[config.mk]
export PLATFORM = sky130hd
export DESIGN_NAME = simd_accumulator
export DESIGN_NICKNAME = d
export VERILOG_FILES = /design/src/rtl/simd_acc_pkg.sv /design/src/rtl/simd_lane_adder.sv /design/src/rtl/simd_accumulator.sv
export SDC_FILE = /design/constraint.sdc
export NUM_CORES = 1
export LEC_CHECK = 0
export CORE_MARGIN = 2
export CORE_UTILIZATION = 56
export CTS_CLUSTER_SIZE = 25
export DETAILED_ROUTE_END_ITERATION = 6
export PLACE_DENSITY = 0.87
export SYNTH_ARGS = -nofsm -noshare
export SYNTH_HDL_FRONTEND = slang
export SYNTH_SLANG_ARGS = --single-unit
[constraint.sdc]
create_clock -name clk_i -period 10.1 [get_ports clk_i]
set_input_delay 2.02 -clock clk_i [delete_from_list [all_inputs] [get_ports clk_i]]
set_output_delay 2.02 -clock clk_i [all_outputs]
set_load 0.02 [all_outputs]
[src/rtl/simd_acc_pkg.sv]
// -----------------------------------------------------------------------------
// simd_acc_pkg
// Shared types and helpers for the lane-partitioned SIMD accumulator.
//   lane_mode_e : how the datapath is split into lanes (1, 2 or 4 lanes)
//   state_e     : job-control states of the accumulator
//   decode_mode : maps the raw 2-bit mode field onto a lane mode
//   lane_count  : number of active lanes for a given lane mode
// -----------------------------------------------------------------------------
package simd_acc_pkg;

    typedef enum logic [1:0] {
        LANES_1 = 2'd0,
        LANES_2 = 2'd1,
        LANES_4 = 2'd2
    } lane_mode_e;

    typedef enum logic [1:0] {
        IDLE = 2'd0,
        ACC  = 2'd1,
        DONE = 2'd2
    } state_e;

    // The unused encoding 3 behaves like a single full-width lane.
    function automatic lane_mode_e decode_mode(input logic [1:0] raw);
        case (raw)
            2'd1:    return LANES_2;
            2'd2:    return LANES_4;
            default: return LANES_1;
        endcase
    endfunction

    function automatic int lane_count(input lane_mode_e mode);
        case (mode)
            LANES_2: return 2;
            LANES_4: return 4;
            default: return 1;
        endcase
    endfunction

endpackage

[src/rtl/simd_lane_adder.sv]
// -----------------------------------------------------------------------------
// simd_lane_adder
// Combinational lane-partitioned two's-complement adder.
// The datapath is built from four DATA_W/4 slices; the lane mode decides which
// slice-to-slice carries are allowed, so wider lanes are formed by chaining
// slices and no carry ever crosses a lane boundary.
// Ports:
//   a, b : packed lane operands, lane 0 in the LSBs
//   mode : lane partitioning
//   sum  : packed lane results (saturated or wrapped depending on SAT_EN)
//   ovf  : per-lane signed overflow, bit i = lane i, unused lanes read 0
// -----------------------------------------------------------------------------
module simd_lane_adder
    import simd_acc_pkg::*;
#(
    parameter int DATA_W = 32,
    parameter bit SAT_EN = 1'b1
) (
    input  logic [DATA_W-1:0] a,
    input  logic [DATA_W-1:0] b,
    input  lane_mode_e        mode,
    output logic [DATA_W-1:0] sum,
    output logic [3:0]        ovf
);

    localparam int SW = DATA_W / 4;

    logic [3:0]        carry_en;
    logic [DATA_W-1:0] raw_sum;
    logic [3:0]        slice_ovf;

    // Bit k enables the carry from slice k-1 into slice k. Slice 0 never
    // receives a carry; the 2-lane mode breaks the chain in the middle.
    always_comb begin
        carry_en = 4'b0000;
        case (mode)
            LANES_1: carry_en = 4'b1110;
            LANES_2: carry_en = 4'b1010;
            default: carry_en = 4'b0000;
        endcase
    end

    // Ripple through the four slices. slice_ovf is only meaningful for the
    // slice that holds the sign bit of a lane; the others are ignored later.
    always_comb begin : slice_add
        logic          carry;
        logic [SW:0]   wide;
        raw_sum   = '0;
        slice_ovf = '0;
        carry     = 1'b0;
        wide      = '0;
        for (int k = 0; k < 4; k++) begin
            wide = {1'b0, a[k*SW +: SW]} + {1'b0, b[k*SW +: SW]}
                 + {{SW{1'b0}}, carry & carry_en[k]};
            raw_sum[k*SW +: SW] = wide[SW-1:0];
            carry = wide[SW];
            slice_ovf[k] = (a[k*SW+SW-1] == b[k*SW+SW-1])
                        && (wide[SW-1] != a[k*SW+SW-1]);
        end
    end

    // Each slice looks up the top slice of its lane. When that lane overflows
    // and saturation is enabled, the whole lane is replaced by the clamp value
    // whose sign follows the operands: 0111..1 for positive, 1000..0 for
    // negative. The top slice carries the sign bit, lower slices are fill.
    always_comb begin : lane_select
        logic [1:0] top;
        logic       sign;
        sum  = raw_sum;
        top  = 2'd0;
        sign = 1'b0;
        for (int k = 0; k < 4; k++) begin
            case (mode)
                LANES_1: top = 2'd3;
                LANES_2: top = 2'(k) | 2'd1;
                default: top = 2'(k);
            endcase
            sign = a[top*SW + SW - 1];
            if (SAT_EN && slice_ovf[top]) begin
                if (2'(k) == top) begin
                    sum[k*SW +: SW] = {sign, {(SW-1){~sign}}};
                end else begin
                    sum[k*SW +: SW] = {SW{~sign}};
                end
            end
        end
    end

    // Report overflow per lane, using the sign slice of each lane.
    always_comb begin
        ovf = 4'b0000;
        case (mode)
            LANES_1: ovf[0] = slice_ovf[3];
            LANES_2: begin
                ovf[0] = slice_ovf[1];
                ovf[1] = slice_ovf[3];
            end
            default: ovf = slice_ovf;
        endcase
    end

endmodule

[src/rtl/simd_accumulator.sv]
// -----------------------------------------------------------------------------
// simd_accumulator
// Multi-cycle lane-partitioned accumulator. A job is started in IDLE with a
// lane mode and an operand count; that many operands are then summed lane by
// lane over a valid/ready stream, and one packed result with sticky per-lane
// overflow flags is offered on the output handshake.
// Ports:
//   clk_i, rst_i          : clock (rising edge), async active-high reset
//   start_i, mode_i, len_i: job request, sampled only in IDLE
//   in_valid_i/in_ready_o : operand handshake, in_data_i holds packed lanes
//   out_valid_o/out_ready_i: result handshake
//   out_data_o, out_ovf_o : registered packed sum and sticky lane flags
//   busy_o                : a job is in progress (not IDLE)
// -----------------------------------------------------------------------------
module simd_accumulator
    import simd_acc_pkg::*;
#(
    parameter int DATA_W = 32,
    parameter int CNT_W  = 16,
    parameter bit SAT_EN = 1'b1
) (
    input  logic              clk_i,
    input  logic              rst_i,
    input  logic              start_i,
    input  logic [1:0]        mode_i,
    input  logic [CNT_W-1:0]  len_i,
    input  logic              in_valid_i,
    output logic              in_ready_o,
    input  logic [DATA_W-1:0] in_data_i,
    output logic              out_valid_o,
    input  logic              out_ready_i,
    output logic [DATA_W-1:0] out_data_o,
    output logic [3:0]        out_ovf_o,
    output logic              busy_o
);

    state_e            state_q;
    state_e            state_d;
    lane_mode_e        mode_q;
    logic [CNT_W-1:0]  count_q;
    logic [DATA_W-1:0] acc_q;
    logic [3:0]        ovf_q;
    logic [DATA_W-1:0] lane_sum;
    logic [3:0]        lane_ovf;

    simd_lane_adder #(
        .DATA_W (DATA_W),
        .SAT_EN (SAT_EN)
    ) u_lane_adder (
        .a    (acc_q),
        .b    (in_data_i),
        .mode (mode_q),
        .sum  (lane_sum),
        .ovf  (lane_ovf)
    );

    // State register.
    always_ff @(posedge clk_i or posedge rst_i) begin
        if (rst_i) begin
            state_q <= IDLE;
        end else begin
            state_q <= state_d;
        end
    end

    // Next-state logic. The handshake flags depend on the state only, so the
    // streaming side never sees a combinational path through this block.
    // A zero-length job skips straight to DONE with the cleared accumulator.
    always_comb begin
        state_d     = state_q;
        in_ready_o  = 1'b0;
        out_valid_o = 1'b0;
        busy_o      = 1'b0;
        case (state_q)
            IDLE: begin
                if (start_i) begin
                    state_d = (len_i == '0) ? DONE : ACC;
                end
            end
            ACC: begin
                in_ready_o = 1'b1;
                busy_o     = 1'b1;
                if (in_valid_i && (count_q == CNT_W'(1))) begin
                    state_d = DONE;
                end
            end
            DONE: begin
                out_valid_o = 1'b1;
                busy_o      = 1'b1;
                if (out_ready_i) begin
                    state_d = IDLE;
                end
            end
            default: state_d = IDLE;
        endcase
    end

    // Job datapath: latch the job on start, then fold each accepted operand
    // into the accumulator and OR its lane overflows into the sticky flags.
    // Nothing changes in DONE, which keeps the offered result stable.
    always_ff @(posedge clk_i or posedge rst_i) begin
        if (rst_i) begin
            mode_q  <= LANES_1;
            count_q <= '0;
            acc_q   <= '0;
            ovf_q   <= '0;
        end else begin
            case (state_q)
                IDLE: begin
                    if (start_i) begin
                        mode_q  <= decode_mode(mode_i);
                        count_q <= len_i;
                        acc_q   <= '0;
                        ovf_q   <= '0;
                    end
                end
                ACC: begin
                    if (in_valid_i) begin
                        acc_q   <= lane_sum;
                        ovf_q   <= ovf_q | lane_ovf;
                        count_q <= count_q - CNT_W'(1);
                    end
                end
                default: begin
                end
            endcase
        end
    end

    assign out_data_o = acc_q;
    assign out_ovf_o  = ovf_q;

endmodule
Word level (Yosys, flattened, before mapping)
Index checks and enable logic that the tools add are counted.
Widths: inputs -> output; s select.

word-level totals
  bits in registers = 56
  bits of input ports = 55
  output and inout port bits = 39
  logic and storage cells = 115

operators by class
  add/subtract/negate cells = 14
  order comparisons = 6
  equal/unequal tests = 21
  multiplexer cells = 44
  bitwise operators = 8
  reduce and logical (&&, ||, !) cells = 16

operators by type and width
  cell                   count
  $lt 32x6->1 const B    3
  $sub 32x1->32 const B  3
  $mux 32                2
  $pmux 32 s2            1
  $mux 8                 7
  $mux 16                2
  $pmux 16 s2            1
  $add 8x8->9            3
  $add 5x4->6 const B    3
  $add 9x1->9            2
  $eq 16x1->1 const B    1
  $logic_not 16->1       1
  $pmux 4 s2             2
  $sub 16x1->16 const B  1
  $bmux 1 s5             3
  $mux 2                 6
  $mux 1                 10
  $ne 2x2->1 const B     5
  $lt 2x3->1 const B     3
  $add 8x1->8            1
  $add 8x8->8            1
  $mux 4                 2
  $pmux 2 s2             2
  $bmux 1 s2             3
  other kinds (18)       41

Depth between registers and ports, before layout
Gate-level depths: netlist of run 1.

  depth after elaboration = 15
  mapped depth = 37
  depth with buffers taken out = 37

Hierarchy
Synthesis of run 1 repeated with hierarchy kept, for this count alone.

second synthesis, totals
  cells, all modules = 531
  area total of the unflattened synthesis = 4515.6 um^2

by module, submodules not included
  module            times used  cells an instance  area an instance (um^2)  seq. area each (um^2)
  simd_accumulator  1           315                2772.7                   1401.3
  simd_lane_adder   1           216                1742.9                   0.0

Worst setup path before layout of run 1
No wires, ideal clock.

  kind = input to register
  start = input in_data_i[0]
  end = register acc_q[6], in the netlist out_data_o[6]
  library setup time = 0.070 ns
  arrival = 8.149 ns
  required time = 10.030 ns
  path slack = 1.880 ns
  cell stages on the path = 36
  path buffers = 0
  path through = ha_1 inv_1 fa_1 nor2b_1 o21ai_0 nand2b_1 a211oi_1 nor2b_1 o21a_1 o21bai_1 fa_1 fa_1 nor2b_1 o21ai_0 nand2b_1 a21o_1 a21oi_1 o21ai_0 o211ai_1 fa_1 fa_1 nor2b_1 o21ai_0 a21oi_1 o21ai_0 a21boi_0 o21ai_0 a21oi_1 fa_1 a211oi_2 o211ai_2 a21oi_2 o21ai_2 o311ai_4 or4_1 nand3_1

between the ends
  word-level cells in the longest chain between the ends = 14
  elaborated cells between the ends (all ways) = 20
  classes of those cells = add/sub: 4; eq/ne: 4; mux: 5; bitwise: 3; reduce/logical: 4

RTL lines
  what                          line                     RTL
  from (decl)                   simd_accumulator.sv:29   input logic [DATA_W-1:0] in_data_i,
  $add 8x8->9 *                 simd_lane_adder.sv:53    wide = {1'b0, a[k*SW +: SW]} + {1'b0, b[k*SW +: SW]}
  $and 1x1->1                   simd_lane_adder.sv:54    + {{SW{1'b0}}, carry & carry_en[k]};
  $add 9x1->9                   simd_lane_adder.sv:54
  $and 1x1->1                   simd_lane_adder.sv:54
  $add 9x1->9                   simd_lane_adder.sv:54
  $and 1x1->1                   simd_lane_adder.sv:54
  $add 8x1->8                   simd_lane_adder.sv:54
  $ne 1x1->1                    simd_lane_adder.sv:58    && (wide[SW-1] != a[k*SW+SW-1]);
  $logic_and 1x1->1             simd_lane_adder.sv:58
  $bmux 1 s2                    simd_lane_adder.sv:79    if (SAT_EN && slice_ovf[top]) begin
  $mux 1 (implied by the code)  simd_lane_adder.sv:79
  $mux 8 *                      simd_lane_adder.sv:79
  $mux 32 *                     simd_accumulator.sv:118  if (in_valid_i) begin
  $pmux 32 s2 *                 simd_accumulator.sv:108  case (state_q)
  to (signal assigned)          simd_accumulator.sv:119  acc_q <= lane_sum;
  to (decl)                     simd_accumulator.sv:41   logic [DATA_W-1:0] acc_q;

Every way passes the cells marked *; elsewhere a longest branch is shown, timed or not. The select of a mux whose other input is x is not followed.
A chain may end at the register's enable or synchronous reset.

Worst setup path in the final report of run 1
  start = input in_data_i[0]
  end = register acc_q[21], in the netlist out_data_o[21]

The elaborated chain is that of the path after synthesis.

==> results.json, run 1 <==
{
  "grt.total_usage_pct": 27.29,
  "ios": 94,
  "fin_worst_skew_ns": 0.01261,
  "layout-drive-gt1-share_pct": 4.602,
  "nets": 659,
  "routed.top_layer": "met4",
  "dieArea_sq_um": 8249,
  "rsz0062_at_grt": "false",
  "die_width_um": 90.83,
  "cp-end-kind": "register",
  "min_path_type": "reg -> reg",
  "antenna_found_initial": 0,
  "period_share_pct": 90.70,
  "place_congestion": 0.8595,
  "chipHeight_um": 90.83,
  "setup_ws_ns": 0.9390,
  "p_leak_nw": 2.280,
  "seq_area_sq_um": 1401,
  "powerDensity_nw_per_um2": 256.0,
  "cpLargestDelayFamily": "compound AO/OA/AOI/OAI gates",
  "drv_slew": 0,
  "cp-start-kind": "input port",
  "drc": 0,
  "layout_commonest_cell": "clkdlybuf4s50_1",
  "dr_wl_met3_um": 741,
  "setup_viol": 0,
  "cts_resized": 0,
  "placed_cell_area_sq_um": 5233,
  "antenna_left": 0,
  "worstPathArrival_ns": 9.37,
  "clockBufferDepth": 2,
  "wire_per_inst_um": 16.66,
  "critPathBufInv": 2,
  "clk_latency_ns": 0.32,
  "whs_ns": 0.5166,
  "synth_nets": 573,
  "diodes": 0,
  "synth_cell_types": 66,
  "final_cell_mix": "clkdlybuf4s50_1 (93), dfrtp_1 (56), nand2_1 (50)",
  "path_clk_slew_ns": 0.11,
  "crit_path_frequent_cell": "o21ai_0",
  "power.total_mw": 1.363,
  "drt_first_pass_iters": 5,
  "wl_met2_um": 5477,
  "drt_iter0_drc": 470,
  "dp_slack_ns": 0.6997,
  "grt_pass1_wl_um": 18730,
  "worst_ep_required_time_ns": 10.31,
  "cp_slowest_cell": "clkdlybuf4s50_1",
  "max_slew_margin_pct": 48.59,
  "final_cell_area_sq_um": 5326,
  "ir_drop_mv": 0.2300,
  "cts_inserted_buffers": 5,
  "cpPeakStageDelay_ns": 0.47,
  "synth_seq_cells": 56,
  "yosysTopAreaCellShare_pct": 33.20,
  "cts_tree": "built",
  "fill_cells": 583,
  "coreArea_sq_um": 7292,
  "synth-seq-area-share_pct": 33.20,
  "final_hold_viol_count": 0,
  "synth_top_area_cell": "dfrtp_1",
  "place_hpwl_um": 8350,
  "ctsHoldBuffers": 0,
  "fp-row-count": 31,
  "grt_pass1_vias": 4020,
  "clock-sinks": 56,
  "via_per_inst": 6.172,
  "yosys_most_used_dff": "dfrtp_1",
  "synth.area.top_cells": "dfrtp_1 (33%), ha_1 (9.8%), o21ai_0 (4.7%)",
  "stdcell_count": 664,
  "htreeDepth": 2,
  "start_util_pct": 57.89,
  "synth_area_sq_um": 4222,
  "cap_violations": 0,
  "async_flop_share_pct": 100.0,
  "areaGrowthSynthToFinish_pct": 26.17,
  "ctsRootBufferMaster": "clkbuf_8",
  "multi_input_area_sq_um": 2641,
  "cp_max_fo": 7,
  "grt_max_degree": 57,
  "min_period_ns": 9.161,
  "avgSynthCellArea_sq_um": 8.832,
  "tightest_slew_ns": 0.7711,
  "post-route-util_pct": 73.04,
  "ys_warn_count": 0,
  "post_cts_buffers": 0,
  "setup_tns_ns": 0,
  "synth_edf_count": 0,
  "path_class": "in -> reg",
  "outcome": "completed",
  "grt_overflow": 0,
  "vias": 4098,
  "max_freq_mhz": 109.2,
  "dpl.cell_count": 656,
  "drt-met1-wl_um": 4645,
  "finalWirelength_um": 11060,
  "synthCells": 478,
  "port_buffers": 93
}
[registers in the layout (all words and copies together) (netlist names)]
signal / cells
out_data_o: 32
mode_q: 2
out_ovf_o: 4
state_q: 2
count_q: 16
[area by class of cell]
cell class                 count  share of cell area, %
timing repair buffer          96                  17.90
tap                           99                  2.326
clock inverter                 1                 0.1409
sequential                    56                  26.31
inverter                      30                  2.114
multi-input combinational    375                  49.59
clock buffer                   7                  1.621
[worst register-to-register path, delay by kind of cell, from the launching register on]
family / cells / cell delay, ns
AO/OA/AOI/OAI: 21 / 3.12
adder cells (fa/ha/maj): 7 / 2.60
buffers and inverters: 1 / 0.05
flip-flops: 1 / 0.38
AND/OR/NAND/NOR: 7 / 1.12
[where the power goes]
group	leakage, nW	internal [mW]	switching [mW]
Combinational	1.51	0.355	0.456
Clock	0.0445	0.0560	0.0768
Sequential	0.724	0.309	0.110
Total	2.28	0.720	0.643
[layer usage]
metal  vias to the layer above  track usage (%)
li1                       1936                -
met1                      1958            36.26
met2                       183            46.83
met3                        21            3.673
met4                         0            7.702
met5                         -                0
[logic make-up (layout without fill, tap and decap cells)]
group                    count (synthesis)  after routing  share of synthesized area [%]
AND/OR/NAND/NOR                        159            159                          18.70
flip-flops                              56             56                          33.19
XOR/XNOR                                19             19                          4.387
adder cells (fa/ha/maj)                 40             40                          13.10
buffers and inverters                   47            134                          4.297
multiplexers                             1              1                         0.2371
AO/OA/AOI/OAI                          156            156                          26.08
[synth_stat cells (5+ instances only)]
cell / n
a21oi_1: 37
a221o_1: 11
clkbuf_1: 14
dfrtp_1: 56
fa_1: 7
ha_1: 33
inv_1: 30
nand2_1: 50
nand2b_1: 7
nand3_1: 12
nor2_1: 36
nor2b_1: 9
nor3_1: 9
nor4_1: 8
o211ai_1: 7
o21a_1: 5
o21ai_0: 40
o22ai_1: 10
or4_1: 6
xnor2_1: 12
xor2_1: 6
[worst paths after layout]
path,startpoint,to,slack [ns],cells past startpoint
min in group asynchronous,rst_i,count_q[12],2.21,3
hold reg to reg,out_ovf_o[1],out_ovf_o[1],0.52,2
hold / removal,out_ovf_o[1],out_ovf_o[1],0.52,2
max in group asynchronous,rst_i,out_data_o[15],7.41,3
setup reg to reg,out_data_o[0],out_data_o[21],2.73,36
setup / recovery,in_data_i[0],out_data_o[21],0.94,37
No activity file was read; power rests on OpenSTA's default activity.
==> run 2: changes to the inputs <==
--- a/config.mk
+++ b/config.mk
@@ -6,10 +6,11 @@
 export NUM_CORES = 1
 export LEC_CHECK = 0
 export CORE_MARGIN = 2
-export CORE_UTILIZATION = 56
+export CORE_UTILIZATION = 65
 export CTS_CLUSTER_SIZE = 25
 export DETAILED_ROUTE_END_ITERATION = 6
-export PLACE_DENSITY = 0.87
+export DONT_BUFFER_PORTS = 1
+export PLACE_DENSITY = 0.81
 export SYNTH_ARGS = -nofsm -noshare
 export SYNTH_HDL_FRONTEND = slang
 export SYNTH_SLANG_ARGS = --single-unit
==> run 2 against run 1 <==
  * First-iteration DRC count shrank 44%
  * Via count shrank 11%
  * Die area is 13% lower
  * Non-clock buffer count fell by 93
  * Largest power group unchanged
==> results.json, run 2 (synthesized netlist as in run 1, its figures left out) <==
{
  "crit_path_frequent_cell": "o21ai_0",
  "chipHeight_um": 84.59,
  "htreeDepth": 2,
  "comb_power_share_pct": 49.7,
  "cts_tree": "built",
  "wire_per_inst_um": 18.03,
  "final_cell_area_sq_um": 4385,
  "die_width_um": 84.59,
  "path_clk_slew_ns": 0.11,
  "antenna_found_initial": 0,
  "layout-drive-gt1-share_pct": 5.720,
  "worst_ep_required_time_ns": 10.31,
  "grt_pass1_wl_um": 16380,
  "ios": 94,
  "max_slew_margin_pct": 47.55,
  "min_period_ns": 8.684,
  "via_per_inst": 6.659,
  "drt_iter0_drc": 263,
  "rsz0062_at_grt": "false",
  "areaGrowthSynthToFinish_pct": 3.883,
  "port_buffers": 0,
  "ctsHoldBuffers": 0,
  "fin_worst_skew_ns": 0.01050,
  "drc": 0,
  "max_freq_mhz": 115.2,
  "powerDensity_nw_per_um2": 285.9,
  "drv_slew": 0,
  "antenna_left": 0,
  "setup_tns_ns": 0,
  "grt.total_usage_pct": 27.98,
  "setup_viol": 0,
  "netSwitchingPower_uw": 615.9,
  "layout_commonest_cell": "dfrtp_1",
  "clockBufferDepth": 2,
  "diodes": 0,
  "ctsRootBufferMaster": "clkbuf_8",
  "cp-start-kind": "input port",
  "vias": 3656,
  "coreArea_sq_um": 6314,
  "cp_slowest_cell": "fa_1",
  "dieArea_sq_um": 7155,
  "cap_violations": 0,
  "start_util_pct": 66.86,
  "p_leak_nw": 1.941,
  "nets": 566,
  "ir_drop_mv": 0.1768,
  "min_path_type": "reg -> reg",
  "largest_reg_flops": 32,
  "clk_latency_ns": 0.32,
  "cpPeakStageDelay_ns": 0.47,
  "clkPwrFrac_pct": 12.3,
  "finalWirelength_um": 9898,
  "drt_first_pass_iters": 6,
  "period_share_pct": 85.98,
  "place_hpwl_um": 7375,
  "worstPathArrival_ns": 8.89,
  "placed_cell_area_sq_um": 4274,
  "cts_inserted_buffers": 5,
  "power.internal_uw": 637.9,
  "final_hold_viol_count": 0,
  "post_cts_buffers": 0,
  "clock-sinks": 56,
  "outcome": "completed",
  "p_seq_share_pct": 38.0,
  "power.share.switching_pct": 49.12,
  "grt_overflow": 0,
  "cp-end-kind": "register",
  "cp_max_fo": 7,
  "path_class": "in -> reg",
  "fp-row-count": 29,
  "place_congestion": 0.8770,
  "grt_max_degree": 57,
  "cts_resized": 0,
  "final_cell_mix": "dfrtp_1 (56), nand2_1 (50), o21ai_0 (40)",
  "grt_pass1_vias": 3415,
  "tightest_slew_ns": 0.7868
}
==> run 2: cell count changes in the layout (fill, tap and decap cells not counted), sizes merged <==
cell | before | now
bufinv | 0 | 1
clkinv | 0 | 1
clkbuf | 7 | 5
clkdlybuf4s50 | 93 | 0
==> run 2: through the flow <==
stage | hold WS [ns] | total power, mW | std cells | worst slack [ns] | util, %
after global routing | 0.5626 | 1.355 | 549 | 0.8322 | 69.46
after floorplan | 0.4839 | 0.9623 | 478 | 1.880 | -
after CTS | 0.5445 | 1.251 | 549 | 1.476 | 69.46
after detailed placement | 0.5275 | 1.095 | 541 | 1.148 | 67.70
final | 0.5559 | 1.254 | 549 | 1.416 | 69.46
after global placement | 0.5054 | 1.074 | 541 | 1.375 | 67.70
==> run 2: layout make-up <==
| class | count | area, sq um |
|---|---|---|
| inverters | 30 | 112.6 |
| clock inverters | 3 | 42.54 |
| repair buffers | 3 | 22.52 |
| multi-input cells | 375 | 2641 |
| clock buffers | 5 | 68.82 |
| well taps | 77 | 96.34 |
| flip-flops and latches | 56 | 1401 |
| fillers | 515 | 1928 |
==> run 2: final timing paths <==
kind                                     from        endpoint  slack [ns]  depth (start not counted)
worst max register to register  out_data_o[0]  out_data_o[18]        2.55                         36
min in group asynchronous               rst_i   out_data_o[8]        1.77                          2
max in group asynchronous               rst_i  out_data_o[23]        7.85                          2
worst min register to register    count_q[10]     count_q[10]        0.56                          1
worst max-delay path             in_data_i[0]  out_data_o[18]        1.42                         36
worst min-delay path              count_q[10]     count_q[10]        0.56                          1
==> run 2: layer usage <==
layer	vias to the layer above	track usage, %	wire length [um]
met1	1737	38.00	4263
met5	-	0	0
met4	0	6.926	123
met3	12	6.490	857
li1	1744	-	-
met2	163	45.67	4653
==> run 2: worst max-delay path: cells and delay by family <==
family,cells,cell delay (ns)
AND/OR/NAND/NOR,7,1.11
AO/OA/AOI/OAI,21,3.09
buffers and inverters,1,0.06
adder cells (fa/ha/maj),7,2.61
==> run 2: power by group through the flow <==
stage | sequential, mW | clock, mW | combinational (mW)
finish | 0.476 | 0.154 | 0.623
global route | 0.493 | 0.162 | 0.701
CTS | 0.475 | 0.156 | 0.620
detailed placement | 0.479 | 0 | 0.615
global placement | 0.476 | 0 | 0.598
floorplan | 0.434 | 0 | 0.528
